===== src/rtl/fir_inverse_pkg.sv =====
// ============================================================================
// Module      : fir_inverse_pkg
// Description : Shared widths, tap coefficients and FSM encoding for the
//               fir_inverse recovery block.
// Revision    : 1.0
// ============================================================================
`default_nettype none

package fir_inverse_pkg;

  localparam int DATA_W_DEFAULT = 8;
  localparam int NTAPS          = 5;
  localparam int K_W            = 3;

  // Coefficients of h0..h4 in the forward filter (x[n] term excluded)
  localparam logic [1:0] C [NTAPS] = '{2'd2, 2'd3, 2'd3, 2'd2, 2'd1};

  typedef enum logic [1:0] {
    IDLE = 2'd0,
    ACC  = 2'd1,
    OUT  = 2'd2
  } state_t;

  function automatic logic [1:0] tap_coef(input logic [K_W-1:0] k);
    logic [1:0] c;
    c = 2'd0;
    if (k < K_W'(NTAPS)) c = C[k];
    return c;
  endfunction

endpackage

`default_nettype wire


===== src/rtl/fir_inverse_tap_mul.sv =====
// ============================================================================
// Module      : fir_inverse_tap_mul
// Description : Combinational C[k]*h product built from a shift and an add.
// Revision    : 1.0
// ============================================================================
`default_nettype none

module fir_inverse_tap_mul
  import fir_inverse_pkg::*;
#(
  parameter int DATA_W = DATA_W_DEFAULT
) (
  input  logic [K_W-1:0]    k,
  input  logic [DATA_W-1:0] h,
  output logic [DATA_W-1:0] prod
);

  logic [1:0]        w_coef;
  logic [DATA_W-1:0] w_dbl;

  // Coefficients are 0..3, so bit 1 selects 2h and bit 0 selects h
  always_comb begin
    w_coef = tap_coef(k);
    w_dbl  = {h[DATA_W-2:0], 1'b0};
    prod   = (w_coef[1] ? w_dbl : '0) + (w_coef[0] ? h : '0);
  end

endmodule

`default_nettype wire


===== src/rtl/fir_inverse.sv =====
// ============================================================================
// Module      : fir_inverse
// Description : Recovers x[n] from the output of the 6-tap forward filter
//               1,2,3,3,2,1 by sequential subtraction of the history taps.
//               Define FIR_INVERSE_TAPS_OUT_EN to expose h0..h4 as x_0..x_4.
// Revision    : 1.0
// ============================================================================
`default_nettype none

module fir_inverse
  import fir_inverse_pkg::*;
#(
  parameter int DATA_W = DATA_W_DEFAULT
) (
  input  logic                     clk,
  input  logic                     reset,
  input  logic                     clear,
  input  logic                     in_valid,
  output logic                     in_ready,
  input  logic signed [DATA_W-1:0] in_data,
  output logic                     out_valid,
  input  logic                     out_ready,
`ifdef FIR_INVERSE_TAPS_OUT_EN
  output logic [DATA_W-1:0]        x_0,
  output logic [DATA_W-1:0]        x_1,
  output logic [DATA_W-1:0]        x_2,
  output logic [DATA_W-1:0]        x_3,
  output logic [DATA_W-1:0]        x_4,
`endif
  output logic signed [DATA_W-1:0] out_data
);

  localparam logic [K_W-1:0] K_LAST = K_W'(NTAPS - 1);

  state_t            r_state;
  logic [K_W-1:0]    r_k;
  logic [DATA_W-1:0] r_acc;
  logic [DATA_W-1:0] r_hist [NTAPS];
  logic              r_out_valid;

  logic [DATA_W-1:0] w_h_sel;
  logic [DATA_W-1:0] w_prod;
  logic              w_accept;
  logic              w_xfer;

  // Ready is combinational so the first edge after reset release can accept
  assign in_ready  = reset && !clear && (r_state == IDLE);
  assign w_accept  = in_valid && in_ready;
  assign w_xfer    = r_out_valid && out_ready && !clear;
  assign w_h_sel   = (r_k <= K_LAST) ? r_hist[r_k] : '0;
  assign out_valid = r_out_valid;
  assign out_data  = r_acc;

  fir_inverse_tap_mul #(
    .DATA_W (DATA_W)
  ) u_tap_mul (
    .k    (r_k),
    .h    (w_h_sel),
    .prod (w_prod)
  );

  always_ff @(posedge clk or negedge reset) begin
    if (!reset) begin
      r_state     <= IDLE;
      r_k         <= '0;
      r_acc       <= '0;
      r_out_valid <= 1'b0;
      for (int i = 0; i < NTAPS; i++) r_hist[i] <= '0;
    end else if (clear) begin
      r_state     <= IDLE;
      r_k         <= '0;
      r_acc       <= '0;
      r_out_valid <= 1'b0;
      for (int i = 0; i < NTAPS; i++) r_hist[i] <= '0;
    end else begin
      case (r_state)
        IDLE: begin
          if (w_accept) begin
            r_acc   <= in_data;
            r_k     <= '0;
            r_state <= ACC;
          end
        end
        ACC: begin
          r_acc <= r_acc - w_prod;
          r_k   <= r_k + 1'b1;
          if (r_k == K_LAST) begin
            r_state     <= OUT;
            r_out_valid <= 1'b1;
          end
        end
        OUT: begin
          if (w_xfer) begin
            for (int i = NTAPS - 1; i > 0; i--) r_hist[i] <= r_hist[i-1];
            r_hist[0]   <= r_acc;
            r_out_valid <= 1'b0;
            r_state     <= IDLE;
          end
        end
        default: begin
          r_state     <= IDLE;
          r_out_valid <= 1'b0;
        end
      endcase
    end
  end

`ifdef FIR_INVERSE_TAPS_OUT_EN
  assign x_0 = r_hist[0];
  assign x_1 = r_hist[1];
  assign x_2 = r_hist[2];
  assign x_3 = r_hist[3];
  assign x_4 = r_hist[4];
`endif

endmodule

`default_nettype wire


===== config.mk =====
export PLATFORM = sky130hd
export DESIGN_NAME = fir_inverse
export DESIGN_NICKNAME = d
export VERILOG_FILES = /design/src/rtl/fir_inverse_pkg.sv /design/src/rtl/fir_inverse_tap_mul.sv /design/src/rtl/fir_inverse.sv
export SDC_FILE = /design/constraint.sdc
export NUM_CORES = 1
export LEC_CHECK = 0
export CAP_MARGIN = 40
export CELL_PAD_IN_SITES_DETAIL_PLACEMENT = 1
export CELL_PAD_IN_SITES_GLOBAL_PLACEMENT = 1
export CORE_MARGIN = 2
export CORE_UTILIZATION = 52
export CTS_CLUSTER_SIZE = 8
export DETAILED_ROUTE_END_ITERATION = 16
export DONT_BUFFER_PORTS = 1
export PLACE_DENSITY_LB_ADDON = 0.05
export SLEW_MARGIN = 5
export SYNTH_ARGS = -nofsm -noshare
export SYNTH_HDL_FRONTEND = slang
export SYNTH_SLANG_ARGS = --single-unit

===== constraint.sdc =====
create_clock -name clk -period 11.05 [get_ports clk]
set_clock_uncertainty 0.2 [all_clocks]
set_input_delay 0.5525 -clock clk [delete_from_list [all_inputs] [get_ports clk]]
set_output_delay 0.5525 -clock clk [all_outputs]
set_load 0.05 [all_outputs]

==> results of run 1 <==
[worst max-delay path, cell delays in order (launching register included)]
cell and delay [ns]:
dfrtp_1 0.80, inv_1 0.16, ha_1 0.39, a21oi_1 0.45, nor2_1 0.13, fa_1 0.52
inv_1 0.04, ha_1 0.32, a21o_1 0.19, a21oi_1 0.22, o21bai_1 0.09, a21oi_1 0.17
xor2_1 0.16, o21ai_0 0.10
[stage by stage]
step	util [%]	hold WS, ns	std cells	cell area, um^2	total power, uW
final	56.2	0.104	416	3270	393
after global routing	56.2	0.0940	416	3270	410
after CTS	56.2	0.0812	416	3270	396
after detailed placement	53.7	0.0581	407	3130	258
after global placement	53.7	0.0580	407	3130	257
after floorplan	-	0.0569	350	3080	251
[kinds of logic (layout without fill, tap and decap cells)]
logic type / after synthesis / count (layout) / synth area share [%]
compound gates: 85 / 85 / 15.7
xor+xnor: 9 / 9 / 2.56
fa+ha+maj: 18 / 18 / 8.77
buf+inv: 48 / 39 / 5.97
flops: 54 / 54 / 43.8
mux: 9 / 9 / 6.17
simple gates: 127 / 127 / 17.0
[layer usage]
| metal | part of all wire [%] | vias to the layer above | track usage (%) |
|---|---|---|---|
| met5 | 0 | - | 0 |
| met4 | 0.97 | 0 | 5.08 |
| met3 | 2.2 | 6 | 3.89 |
| met2 | 51 | 29 | 43.2 |
| met1 | 46 | 1228 | 32.1 |
| li1 | - | 1147 | - |
[report_power, final]
group	leakage [uW]	switching, uW	internal, uW
sequential	0.000749	18.1	201
clock	0.0000542	67.0	66.8
combinational	0.000592	23.3	17.2
[cell usage after synthesis (5+ instances only)]
cell	instances	area (um^2)
a22o_1	5	43.8
mux4_2	8	180
xnor2_1	6	52.6
nand2_1	91	342
clkbuf_1	16	60.1
a21oi_1	56	280
and2_1	6	37.5
o21ai_0	11	55.1
nor2_1	17	63.8
dfrtp_1	54	1350
inv_1	26	97.6
ha_1	12	150
fa_1	6	120
[flip-flops by register name, indices dropped and copies added (netlist names)]
| register | cells |
|---|---|
| out_data | 8 |
| out_valid | 1 |
| r_hist | 40 |
| r_k | 3 |
| r_state | 2 |
[area by class of cell]
type                       count  area, um^2  share of cell area, %
timing repair buffer           6        67.6                   2.07
inverter                      26        97.6                   2.98
clock inverter                 2        38.8                   1.19
tap                           75        93.8                   2.87
clock buffer                   5        68.8                   2.10
sequential                    54        1350                   41.3
multi-input combinational    248        1550                   47.5
[worst max-delay path by stage]
stage	slack [ns]	to	cells past startpoint	start
6_report	6.97	out_data[6]$_DFFE_PN0P_	13	r_k[0]$_DFFE_PN0P_
4_1_cts	6.94	out_data[6]$_DFFE_PN0P_	13	r_k[0]$_DFFE_PN0P_
3_5_place_dp	7.00	out_data[6]$_DFFE_PN0P_	13	r_k[0]$_DFFE_PN0P_
5_1_grt	6.57	out_data[6]$_DFFE_PN0P_	13	r_k[0]$_DFFE_PN0P_
2_1_floorplan	7.48	out_data[6]$_DFFE_PN0P_	14	r_k[0]$_DFFE_PN0P_
3_3_place_gp	7.11	out_data[6]$_DFFE_PN0P_	13	r_k[0]$_DFFE_PN0P_
[timing repair]
item | CTS | global route
endpoints found under the hold margin | 54 | 0
endpoints found under the setup margin | 0 | 0
hold buffers | 2 | 0
==> impl_metrics.yaml, run 1 <==
drt:
  vias: 2410
  ant_nets: 0
  wl_per_cell_um: 17.4
  drc: 0
  wl_mm: 7.22
  first_iter_violations: 119
  drt_first_pass_iters: 4
  detail_route.vias_per_cell: 5.79
placed_design:
  place_congestion: 0.853
  pre_cts_ws_ns: 7.00
  dp_hpwl_mm: 4.89
  io_buffers: 0
cells_and_area:
  syn_to_final_growth_pct: 6.13
  fill_cells: 701
  layout_common_cells: "nand2_1 (91), a21oi_1 (56), dfrtp_1 (54)"
  final_common_cell: "nand2_1"
  antenna_cells: 0
  final_layout_size_suffix_gt1_share_pct: 6.45
  nNetsFinal: 372
yosys:
  synthArstFlopShare_pct: 100
  synth-edff-count: 0
  yosysSeqAreaShare_pct: 43.8
  ys_ff_latch: 54
  syn_inst: 350
  synthFlopType: "dfrtp_1"
  mappedNetlistArea_mm2: 0.00308
  avgSynthCellArea_um2: 8.80
  ys_types: 35
  ys_warn_count: 0
  syn_nets: 381
critical_path:
  critical_path_arrival_ns: 4.08
  criticalPathCategory: "reg2reg"
  cp_max_fo: 14
  r2r-start: "r_k[0]$_DFFE_PN0P_"
  ff2ff_setup_slack_ns: 6.97
  start_kind: "flop"
  reg2reg_to: "out_data[6]$_DFFE_PN0P_"
  cp-end-kind: "flop"
  cp.required_ns: 11.04
  ff2ff_path_depth: 13
timing:
  setup_viol: 0
  fin_tns_setup_ns: 0
  fin_ws_ns: 6.97
  slew_viol_final: 0
  hold_violations: 0
  fmax_mhz: 245
  relSlewSlack_pct: 41.9
  finalCritPeriodShare_pct: 37.0
  worst_pin_slew_ns: 0.865
  rsz0062_at_grt: "false"
  layout_min_cycle_time_ns: 4.08
clocking:
  root_buffer: "clkbuf_8"
  numClockSinks: 54
  cts_max_level: 2
  clockBufferDepth: 2
  cts_tree: "done"
  clk_pin_slew_ns: 0.10
  cts_inserted_buffers: 5
  post_cts_buffers: 0
  clock_latency_ns: 0.31
  cts_resized: 0
worst_hold_path:
  whs_endpoint: "out_valid$_DFFE_PN0P_"
  hold_path_class: "in2reg"
  hold_depth: 1
  min-delay-start: "clear"
floorplan:
  die_w_um: 81.0
  row_count: 28
  core_mm2: 0.00582
  ios: 23
  fp.dieH_um: 81.0
  dieArea_mm2: 0.00656
  start_util_pct: 53.0
global_route:
  grt-ovfl-total: 0
  grt_pass1_wl_mm: 12.3
  grt_pass1_vias: 2505
  grt_max_degree: 55
  antenna_found_initial: 0
  grt_use_total_pct: 24.6
job:
  cap_violations: 0
power_and_ir_drop:
  p_per_area_mw_per_mm2: 120
  vdd_ir_drop_max_mv: 0.0720
  p_leak_uw: 0.00140
outcome:
  status: "finished, final reports clean"
Power figures use the tool's default switching activity.
==> run 2: changes to the inputs <==
--- a/config.mk
+++ b/config.mk
@@ -9,7 +9,7 @@
 export CELL_PAD_IN_SITES_DETAIL_PLACEMENT = 1
 export CELL_PAD_IN_SITES_GLOBAL_PLACEMENT = 1
 export CORE_MARGIN = 2
-export CORE_UTILIZATION = 52
+export CORE_UTILIZATION = 48
 export CTS_CLUSTER_SIZE = 8
 export DETAILED_ROUTE_END_ITERATION = 16
 export DONT_BUFFER_PORTS = 1
==> constraint.sdc (replaced) <==
create_clock -name clk -period 3.9 [get_ports clk]
set_clock_uncertainty 0.2 [all_clocks]
set_input_delay 0.195 -clock clk [delete_from_list [all_inputs] [get_ports clk]]
set_output_delay 0.195 -clock clk [all_outputs]
set_load 0.05 [all_outputs]
==> impl_metrics.yaml, run 2 (synthesized netlist as in run 1, its figures left out) <==
floorplan:
  row_count: 29
  core_mm2: 0.00628
  start_util_pct: 49.1
  fp.dieH_um: 84.1
  dieArea_mm2: 0.00708
  die_w_um: 84.1
  ios: 23
placed_design:
  dpl-instance-area_mm2: 0.00316
  dp_hpwl_mm: 5.00
  io_buffers: 0
  place_congestion: 0.781
  dp_cells: 413
clocking:
  clk_pin_slew_ns: 0.11
  cts_tree: "done"
  post_cts_buffers: 0
  numClockSinks: 54
  cts_inserted_buffers: 5
  root_buffer: "clkbuf_8"
  cts_max_level: 2
  clockBufferDepth: 2
  clock_latency_ns: 0.32
drt:
  drt_first_pass_iters: 4
  wl_per_cell_um: 17.7
  drc: 0
  vias: 2488
  ant_nets: 0
  detail_route.vias_per_cell: 5.71
  first_iter_violations: 87
  wl_mm: 7.73
critical_path:
  cp.depth: 14
  ff2ff_setup_slack_ns: 0.32
  r2r-start: "r_k[0]$_DFFE_PN0P_"
  cp_max_fo: 13
  crit_start: "r_k[0]$_DFFE_PN0P_"
  cp-end-kind: "flop"
  start_kind: "flop"
  path_buf_inv: 2
  cp_slowest_stage_delay_ns: 0.50
  crit_slowest_cell: "mux4_2"
  reg2reg_to: "out_data[6]$_DFFE_PN0P_"
  crit_chain: "buf_6 > mux4_2 > and2_1 > a21oi_1 > nor2_1 > fa_1 > inv_1 > ha_1 > a21o_1 > a21oi_1 > o21bai_1 > a21oi_1 > xor2_1 > o21ai_0"
  crit_end: "out_data[6]$_DFFE_PN0P_"
  crit_family: "compound AO/OA/AOI/OAI gates"
  criticalPathCategory: "reg2reg"
  critPathMostFrequentCell: "a21oi_1"
  ff2ff_path_depth: 14
  cp.required_ns: 3.91
  critical_path_arrival_ns: 3.59
timing:
  hold_violations: 0
  setup_viol: 0
  slew_viol_final: 0
  finalCritPeriodShare_pct: 91.8
  rsz0062_at_grt: "false"
  fmax_mhz: 279
  worst_pin_slew_ns: 0.914
  relSlewSlack_pct: 38.9
  fin_tns_setup_ns: 0
  layout_min_cycle_time_ns: 3.58
global_route:
  grt_max_degree: 56
  antenna_found_initial: 0
  grt_use_total_pct: 23.5
  grt_pass1_wl_mm: 13.2
  grt-ovfl-total: 0
  grt_pass1_vias: 2683
cells_and_area:
  largest_reg_flops: 40
  final_common_cell: "nand2_1"
  syn_to_final_growth_pct: 11.8
  design_area_mm2: 0.00345
  fin_util_pct: 54.9
  antenna_cells: 0
  layout_common_cells: "nand2_1 (91), a21oi_1 (56), dfrtp_1 (54)"
  final_layout_size_suffix_gt1_share_pct: 8.08
  nNetsFinal: 389
  largest-register: "r_hist"
  fill_cells: 721
  layoutNonFillerInstCount: 436
power_and_ir_drop:
  swShare_pct: 30.5
  vdd_ir_drop_max_mv: 0.215
  p_per_area_mw_per_mm2: 324
  clockPowerShare_pct: 31.8
  switching_power_uw: 341
  pwr-share-seq_pct: 55.1
  combinationalPowerShare_pct: 13.2
  p_int_uw: 777
  p_leak_uw: 0.00148
job:
  cap_violations: 0
outcome:
  status: "finished, final reports clean"
worst_hold_path:
  hold_path_class: "in2reg"
-- run 2: cell type report --
| type | instances | area [um^2] | share of cell area (%) |
|---|---|---|---|
| Sequential cell | 54 | 1350 | 39.2 |
| Clock buffer | 6 | 82.6 | 2.40 |
| Clock inverter | 2 | 17.5 | 0.508 |
| Timing Repair Buffer | 23 | 241 | 7.01 |
| Multi-Input combinational cell | 248 | 1560 | 45.2 |
| Tap cell | 77 | 96.3 | 2.80 |
| Inverter | 26 | 97.6 | 2.83 |
-- run 2: how the worst min path moves through the flow --
stage | startpoint | to | cells past startpoint
after CTS | clear | out_data[4]$_DFFE_PN0P_ | 2
final | clear | out_data[4]$_DFFE_PN0P_ | 2
after global routing | clear | out_data[4]$_DFFE_PN0P_ | 2
after global placement | reset | out_data[1]$_DFFE_PN0P_ | 0
after detailed placement | reset | out_data[1]$_DFFE_PN0P_ | 0
after floorplan | reset | out_data[0]$_DFFE_PN0P_ | 0
-- run 2: power by group through the flow --
stage	clock network, uW	registers (uW)	logic, uW
floorplan	0	619	92.6
global placement	0	626	106
detailed placement	0	626	109
CTS	357	615	145
global route	378	617	165
finish	355	616	147
-- run 2: timing repair --
action / CTS / global route
setup endpoints to repair: 0 / 3
hold buffers: 15 / 0
gates resized for setup: 0 / 2
endpoints found under the hold margin: 108 / 0
-- run 2: layer usage --
layer  GRT usage (%)  up-vias  share of wire (%)  routed length (um)
li1                -     1179                  -                   -
met1            30.6     1265                 45                3440
met2            39.7       28                 51                3960
met3            3.56       16                2.0                 156
met4            9.38        0                2.2                 172
met5               0        -                  0                   0
-- run 2: worst reg2reg max path: stages (launching register included) --
cell and delay (ns):
dfrtp_1 0.38, buf_6 0.20, mux4_2 0.50, and2_1 0.19, a21oi_1 0.12, nor2_1 0.07
fa_1 0.50, inv_1 0.04, ha_1 0.33, a21o_1 0.19, a21oi_1 0.24, o21bai_1 0.10
a21oi_1 0.17, xor2_1 0.15, o21ai_0 0.09
-- run 2: through the flow --
stage / total power (uW) / hold slack, ns / worst slack, ns
after global routing: 1160 / 0.0263 / 0.0453
after CTS: 1120 / 0.0177 / 0.215
after detailed placement: 735 / -0.299 / 0.241
after global placement: 732 / -0.299 / 0.325
after floorplan: 711 / -0.301 / 0.329
final: 1120 / 0.0175 / 0.321
